===== config.mk =====
export PLATFORM = sky130hd
export DESIGN_NAME = img_ddr_writer
export DESIGN_NICKNAME = d
export VERILOG_FILES = /design/src/rtl/img_ddr_writer.sv
export SDC_FILE = /design/constraint.sdc
export NUM_CORES = 1
export LEC_CHECK = 0
export ABC_AREA = 1
export ABC_CLOCK_PERIOD_IN_PS = 2000
export BUFFER_PORTS_ARGS = -buffer_cell sky130_fd_sc_hd__buf_2
export CAP_MARGIN = 25
export CORE_ASPECT_RATIO = 2
export CORE_MARGIN = 3
export CORE_UTILIZATION = 44
export DETAILED_ROUTE_END_ITERATION = 8
export MAX_ROUTING_LAYER = met4
export PLACE_DENSITY = 0.78
export SLEW_MARGIN = 25
export SYNTH_ARGS = -nofsm -noshare
export SYNTH_HDL_FRONTEND = slang
export SYNTH_SLANG_ARGS = --single-unit

===== constraint.sdc =====
create_clock -name clk -period 2 [get_ports clk]
set_input_delay 0.4 -clock clk [delete_from_list [all_inputs] [get_ports clk]]
set_output_delay 0.4 -clock clk [all_outputs]
set_load 0.1 [all_outputs]

===== src/rtl/img_ddr_writer.sv =====
// rtl/img_ddr_writer.sv - drains the packet FIFO into a ring of DDR frame slots using fixed-length write bursts
module img_ddr_writer #(
    parameter int          FRAME_WORDS = 262400,
    parameter int          BURST_LEN   = 16,
    parameter logic [31:0] BASE_ADDR   = 32'h8000_0000,
    parameter logic [31:0] SLOT_STRIDE = 32'h0011_0000,
    parameter int          FRAME_SLOTS = 4,
    parameter int          CNT_W       = 16
) (
    input  logic                           clk,
    input  logic                           rst,
    input  logic [31:0]                    fifo_dout,
    input  logic                           fifo_empty,
    input  logic [CNT_W-1:0]               fifo_rd_count,
    output logic                           fifo_rden,
    input  logic                           wr_en,
    output logic                           cmd_valid,
    input  logic                           cmd_ready,
    output logic [31:0]                    cmd_addr,
    output logic [7:0]                     cmd_len,
    output logic [31:0]                    wdata,
    output logic                           wvalid,
    input  logic                           wready,
    output logic                           wlast,
    input  logic                           bvalid,
    input  logic [1:0]                     bresp,
    output logic                           bready,
    input  logic [1:0]                     frame_type_i,
    output logic                           frame_done,
    output logic [$clog2(FRAME_SLOTS)-1:0] frame_slot,
    output logic [1:0]                     frame_type_o,
    input  logic                           slot_release,
    output logic [4:0]                     pending_cnt,
    output logic                           slot_stall,
    output logic                           wr_err
);
    localparam int SLOT_W = $clog2(FRAME_SLOTS);
    localparam int WC_W   = $clog2(FRAME_WORDS + 1);
    localparam int BEAT_W = $clog2(BURST_LEN);

    localparam logic [2:0] S_IDLE        = 3'd0;
    localparam logic [2:0] S_FRAME_START = 3'd1;
    localparam logic [2:0] S_CMD         = 3'd2;
    localparam logic [2:0] S_DATA        = 3'd3;
    localparam logic [2:0] S_RESP        = 3'd4;
    localparam logic [2:0] S_FRAME_END   = 3'd5;

    logic [2:0]        state;
    logic [SLOT_W-1:0] wr_slot;
    logic [WC_W-1:0]   word_cnt;
    logic [BEAT_W-1:0] beat;
    logic [31:0]       slot_base;
    logic [1:0]        frame_type_q;
    logic              ring_full;
    logic              beat_last;
    logic              pend_inc;
    logic              pend_dec;

    assign ring_full = (pending_cnt == 5'(FRAME_SLOTS));
    assign beat_last = (beat == BEAT_W'(BURST_LEN - 1));
    assign pend_inc  = (state == S_FRAME_END);
    // A release with nothing outstanding is dropped so the counter never wraps
    assign pend_dec  = slot_release && (pending_cnt != 5'd0);

    assign wvalid       = (state == S_DATA);
    assign wdata        = wvalid ? fifo_dout : 32'd0;
    assign wlast        = wvalid && beat_last;
    assign fifo_rden    = wvalid && wready;
    assign bready       = (state == S_RESP);
    assign frame_done   = (state == S_FRAME_END);
    assign frame_slot   = frame_done ? wr_slot : '0;
    assign frame_type_o = frame_done ? frame_type_q : 2'd0;
    assign slot_stall   = (state == S_FRAME_START) && ring_full;
    assign cmd_len      = cmd_valid ? 8'(BURST_LEN - 1) : 8'd0;

    always_ff @(posedge clk) begin
        if (rst) begin
            state        <= S_IDLE;
            wr_slot      <= '0;
            word_cnt     <= '0;
            beat         <= '0;
            slot_base    <= 32'd0;
            frame_type_q <= 2'd0;
            cmd_valid    <= 1'b0;
            cmd_addr     <= 32'd0;
            wr_err       <= 1'b0;
            pending_cnt  <= 5'd0;
        end else begin
            case (state)
                S_IDLE: begin
                    if (wr_en && !fifo_empty)
                        state <= S_FRAME_START;
                end
                S_FRAME_START: begin
                    if (!ring_full) begin
                        word_cnt     <= '0;
                        frame_type_q <= frame_type_i;
                        slot_base    <= BASE_ADDR + 32'(wr_slot) * SLOT_STRIDE;
                        state        <= S_CMD;
                    end
                end
                S_CMD: begin
                    // Burst is only requested once the whole burst is in the FIFO
                    if (cmd_valid) begin
                        if (cmd_ready) begin
                            cmd_valid <= 1'b0;
                            beat      <= '0;
                            state     <= S_DATA;
                        end
                    end else if (32'(fifo_rd_count) >= 32'(BURST_LEN)) begin
                        cmd_valid <= 1'b1;
                        cmd_addr  <= slot_base + (32'(word_cnt) << 2);
                    end
                end
                S_DATA: begin
                    if (wready) begin
                        beat     <= beat + BEAT_W'(1);
                        word_cnt <= word_cnt + WC_W'(1);
                        if (beat_last)
                            state <= S_RESP;
                    end
                end
                S_RESP: begin
                    if (bvalid) begin
                        if (bresp != 2'b00)
                            wr_err <= 1'b1;
                        state <= (word_cnt == WC_W'(FRAME_WORDS)) ? S_FRAME_END : S_CMD;
                    end
                end
                S_FRAME_END: begin
                    wr_slot <= wr_slot + SLOT_W'(1);
                    state   <= S_IDLE;
                end
                default: state <= S_IDLE;
            endcase

            if (pend_inc && !pend_dec)
                pending_cnt <= pending_cnt + 5'd1;
            else if (pend_dec && !pend_inc)
                pending_cnt <= pending_cnt - 5'd1;
        end
    end
endmodule


==> impl_metrics.csv <==
group,metric,value,unit
setup_path,r2r-start,"pending_cnt[0]",
placed_design,io_buffer_count,130,
detailed_routing,first_pass_iters,5,
synth,syn_area_per_cell,6.50,um^2
placed_design,dpl.cell_count,789,
sta,rsz0062_at_grt,"yes",
setup_path,reg2reg_to,"pending_cnt[4]",
grt,track_usage,26.5,%
synth,syn-instance-count,566,
detailed_routing,wl_per_cell,17.4,um
sta,worstMarginPinSlew,0.518,ns
clock_tree,cts_root_buffer,"clkbuf_16",
detailed_routing,vias,4437,
power,swShare,48.0,%
power,p_total,6.42,mW
floorplan,start_util,45.7,%
setup_path,crit_fanout,3,
power,vdd_drop_max,0.00113,V
synth,synth_xor_xnor_area_share,1.90,%
setup_path,crit_path_end,"pending_cnt[4]",
synth,ys_seq_area_share,33.7,%
detailed_routing,drc,0,
clock_tree,htreeDepth,3,
synth,synth_cell_type_count,32,
sta,fin_crit_sh,117,%
floorplan,die_h,135,um
finish,finish.utilization,75.1,%
synth,ys.warnings.count,0,
grt,grt_antenna_before_repair,0,
clock_tree,clkTransAtPathRegs,0.05,ns
setup_path,end_kind,"flop",
floorplan,fp.dieW,70.7,um
detailed_routing,drt_wl_total,14400,um
synth,synth-compound-area-share,10.3,%
finish,antenna_cells,0,
synth,synthSimpleGateAreaFrac,33.2,%
placed_design,hpwl,8490,um
grt,grt_max_degree,29,
outcome,outcome,"finished, violations left",
clock_tree,cts_buffer_depth,2,
grt,grt-ovfl-total,0,
placed_design,place.gp.congestion,0.893,
synth,ys_seq_elements,62,
power,power_frac_seq,24.6,%
power,clkPwrFrac,23.8,%
sta,fin_ws,-0.345,ns
power,leakage,2.74,nW
setup_path,crit_start,"pending_cnt[0]",
synth,syn-cell-area,3680,um^2
setup_path,crit_required,2.26,ns
synth,synth_fa_ha_area_share,4.49,%
sta,min_period,2.34,ns
power,p_int,3.34,mW
finish,fin_cells,826,
sta,hold_violations,0,
floorplan,std_cell_rows,46,
sta,slew_violations,0,
sta,slew_headroom,65.7,%
clock_tree,cts.sinks,62,
synth,muxShareOfSynthArea,0,%
power,p_comb_share,51.6,%
floorplan,dieArea,9560,um^2
sta,max_freq,0.427,GHz
grt,first_global_vias,4142,
outcome,violations,"negative setup slack",
grt,grt_pass1_wl,19500,um
setup_path,critical_path_class,"flop to flop",
job,cap_violations,0,
finish,final_layout_size_suffix_gt1_share,37.8,%
sta,finalSetupViolations,27,
clock_tree,clkLatencyLatePin,0.34,ns
setup_path,critPathLaunchType,"flop",
detailed_routing,drtIter0Drc,420,
sta,whs,0.373,ns
power,p_per_area,1060,nW/um^2
clock_tree,cts_tree,"yes",
floorplan,core,8060,um^2
setup_path,worstRegToRegCells,13,
clock_tree,hold_buffers,0,
detailed_routing,vias_per_cell,5.37,
finish,syn_to_final_growth,64.6,%
synth,synth_top_family_by_area,"simple AND/OR/NAND/NOR gates",
setup_path,rrSetupSlack,-0.34,ns
setup_path,crit_arrival,2.61,ns
power,p_sw,3.08,mW
floorplan,ios,149,
clock_tree,cts_made_buffers,9,
finish,finalNetCount,799,
sta,fin_skew,0.00762,ns
detailed_routing,final_antenna_net_count,0,
worst_hold_path,hold_path_class,"input port to flop",
## synth_stat cells, drive strengths merged
master	count	area, um^2
xor2	8	70.1
inv	95	357
nand3b	4	30.0
nor4	1	6.26
a21o	2	15.0
clkinv	1	3.75
o211ai	1	7.51
conb	1	3.75
o21ai	17	92.6
nor2	97	400
buf	27	205
nand4	7	43.8
nand2	113	444
fa	2	40.0
or2	1	6.26
nand3	49	245
nor3	7	45.0
clkbuf	9	33.8
a21oi	51	255
ha	10	125
o31ai	1	7.51
dfxtp	62	1240
## cell usage in the layout (no fill, tap or decap), types with 4 or more instances in the layout
master / Yosys / layout
dfxtp_1: 62 / 53
nand3b_1: 4 / 4
nand2_1: 109 / 105
buf_12: 0 / 45
nor2_4: 2 / 39
inv_2: 4 / 5
o21ai_0: 15 / 12
dfxtp_2: 0 / 7
conb_1: 1 / 14
nand4_1: 7 / 7
clkbuf_16: 0 / 9
buf_6: 2 / 5
nor2_1: 92 / 54
ha_1: 10 / 7
a21oi_1: 51 / 49
xor2_1: 8 / 7
nand2_2: 2 / 5
buf_4: 23 / 28
nand3_1: 49 / 47
inv_1: 91 / 84
clkinvlp_4: 0 / 5
buf_2: 2 / 88
## cell families after synthesis
logic type      count (synthesis)
compound gates                 72
xor+xnor                        8
flops                          62
fa+ha+maj                      12
buf+inv                       132
simple gates                  279
other cells                     1
## sequential cells by signal, indices dropped and copies added (netlist names)
signal	cells
state	3
wr_err	1
cmd_valid	1
wr_slot	2
cmd_addr	22
slot_base	3
pending_cnt	5
beat	4
frame_type_q	2
word_cnt	19
## metrics by stage
stage / setup WS (ns) / instance area (um^2) / TNS (ns)
after CTS: -0.121 / 5840 / -0.139
after floorplan: -0.627 / 4130 / -12.81
after global placement: 0.0104 / 5360 / 0
after global routing: -0.414 / 6050 / -2.34
final: -0.345 / 6050 / -1.50
after detailed placement: -0.114 / 5360 / -0.114
## metal layers
layer | track usage [%] | routed length [um]
met1 | 25.0 | 4660
met3 | 4.46 | 1000
met4 | 13.3 | 948
met2 | 50.4 | 7770
met5 | - | 0
## area by class of cell
cell class              count  area, um^2
clock inverters             3        46.3
flip-flops and latches     62        1260
repair buffers            168        1630
well taps                  96         120
clock buffers              11         243
repair inverters            5        68.8
multi-input cells         385        2280
fillers                   491        2000
inverters                  96         407
## worst min-delay path by stage
stage	startpoint	cells past startpoint	to	slack [ns]
global route	frame_type_i[1]	3	frame_type_q[1]	0.41
CTS	bvalid	3	wr_err	0.36
global placement	wr_err	2	wr_err	0.44
finish	bvalid	3	wr_err	0.37
floorplan	wr_slot[0]	2	slot_base[20]	0.43
detailed placement	wr_err	2	wr_err	0.44
## critical path, stage by stage, from the launching register on
cell and delay (ns):
dfxtp_2 0.32, nor2_2 0.11, nand2_2 0.09, o31ai_2 0.21
buf_4 0.16, ha_4 0.14, inv_4 0.04, fa_2 0.36
nand2_2 0.10, nand2_2 0.05, a21oi_2 0.16, xor2_1 0.26
nand2_1 0.12, a21oi_2 0.15
## power groups by stage
stage	sequential (mW)	clock (mW)	combinational (mW)
floorplan	2.11	0	1.73
global placement	1.56	0	2.78
detailed placement	1.57	0	2.84
CTS	1.56	1.54	3.00
global route	1.59	1.59	3.49
finish	1.58	1.53	3.32
## repair_timing
item,CTS,global route
gates cloned,2,3
resized for setup,21,22
pin swaps,12,9
setup buffers,8,12
setup endpoints to repair,41,45
(Power assumes the default switching activity.)
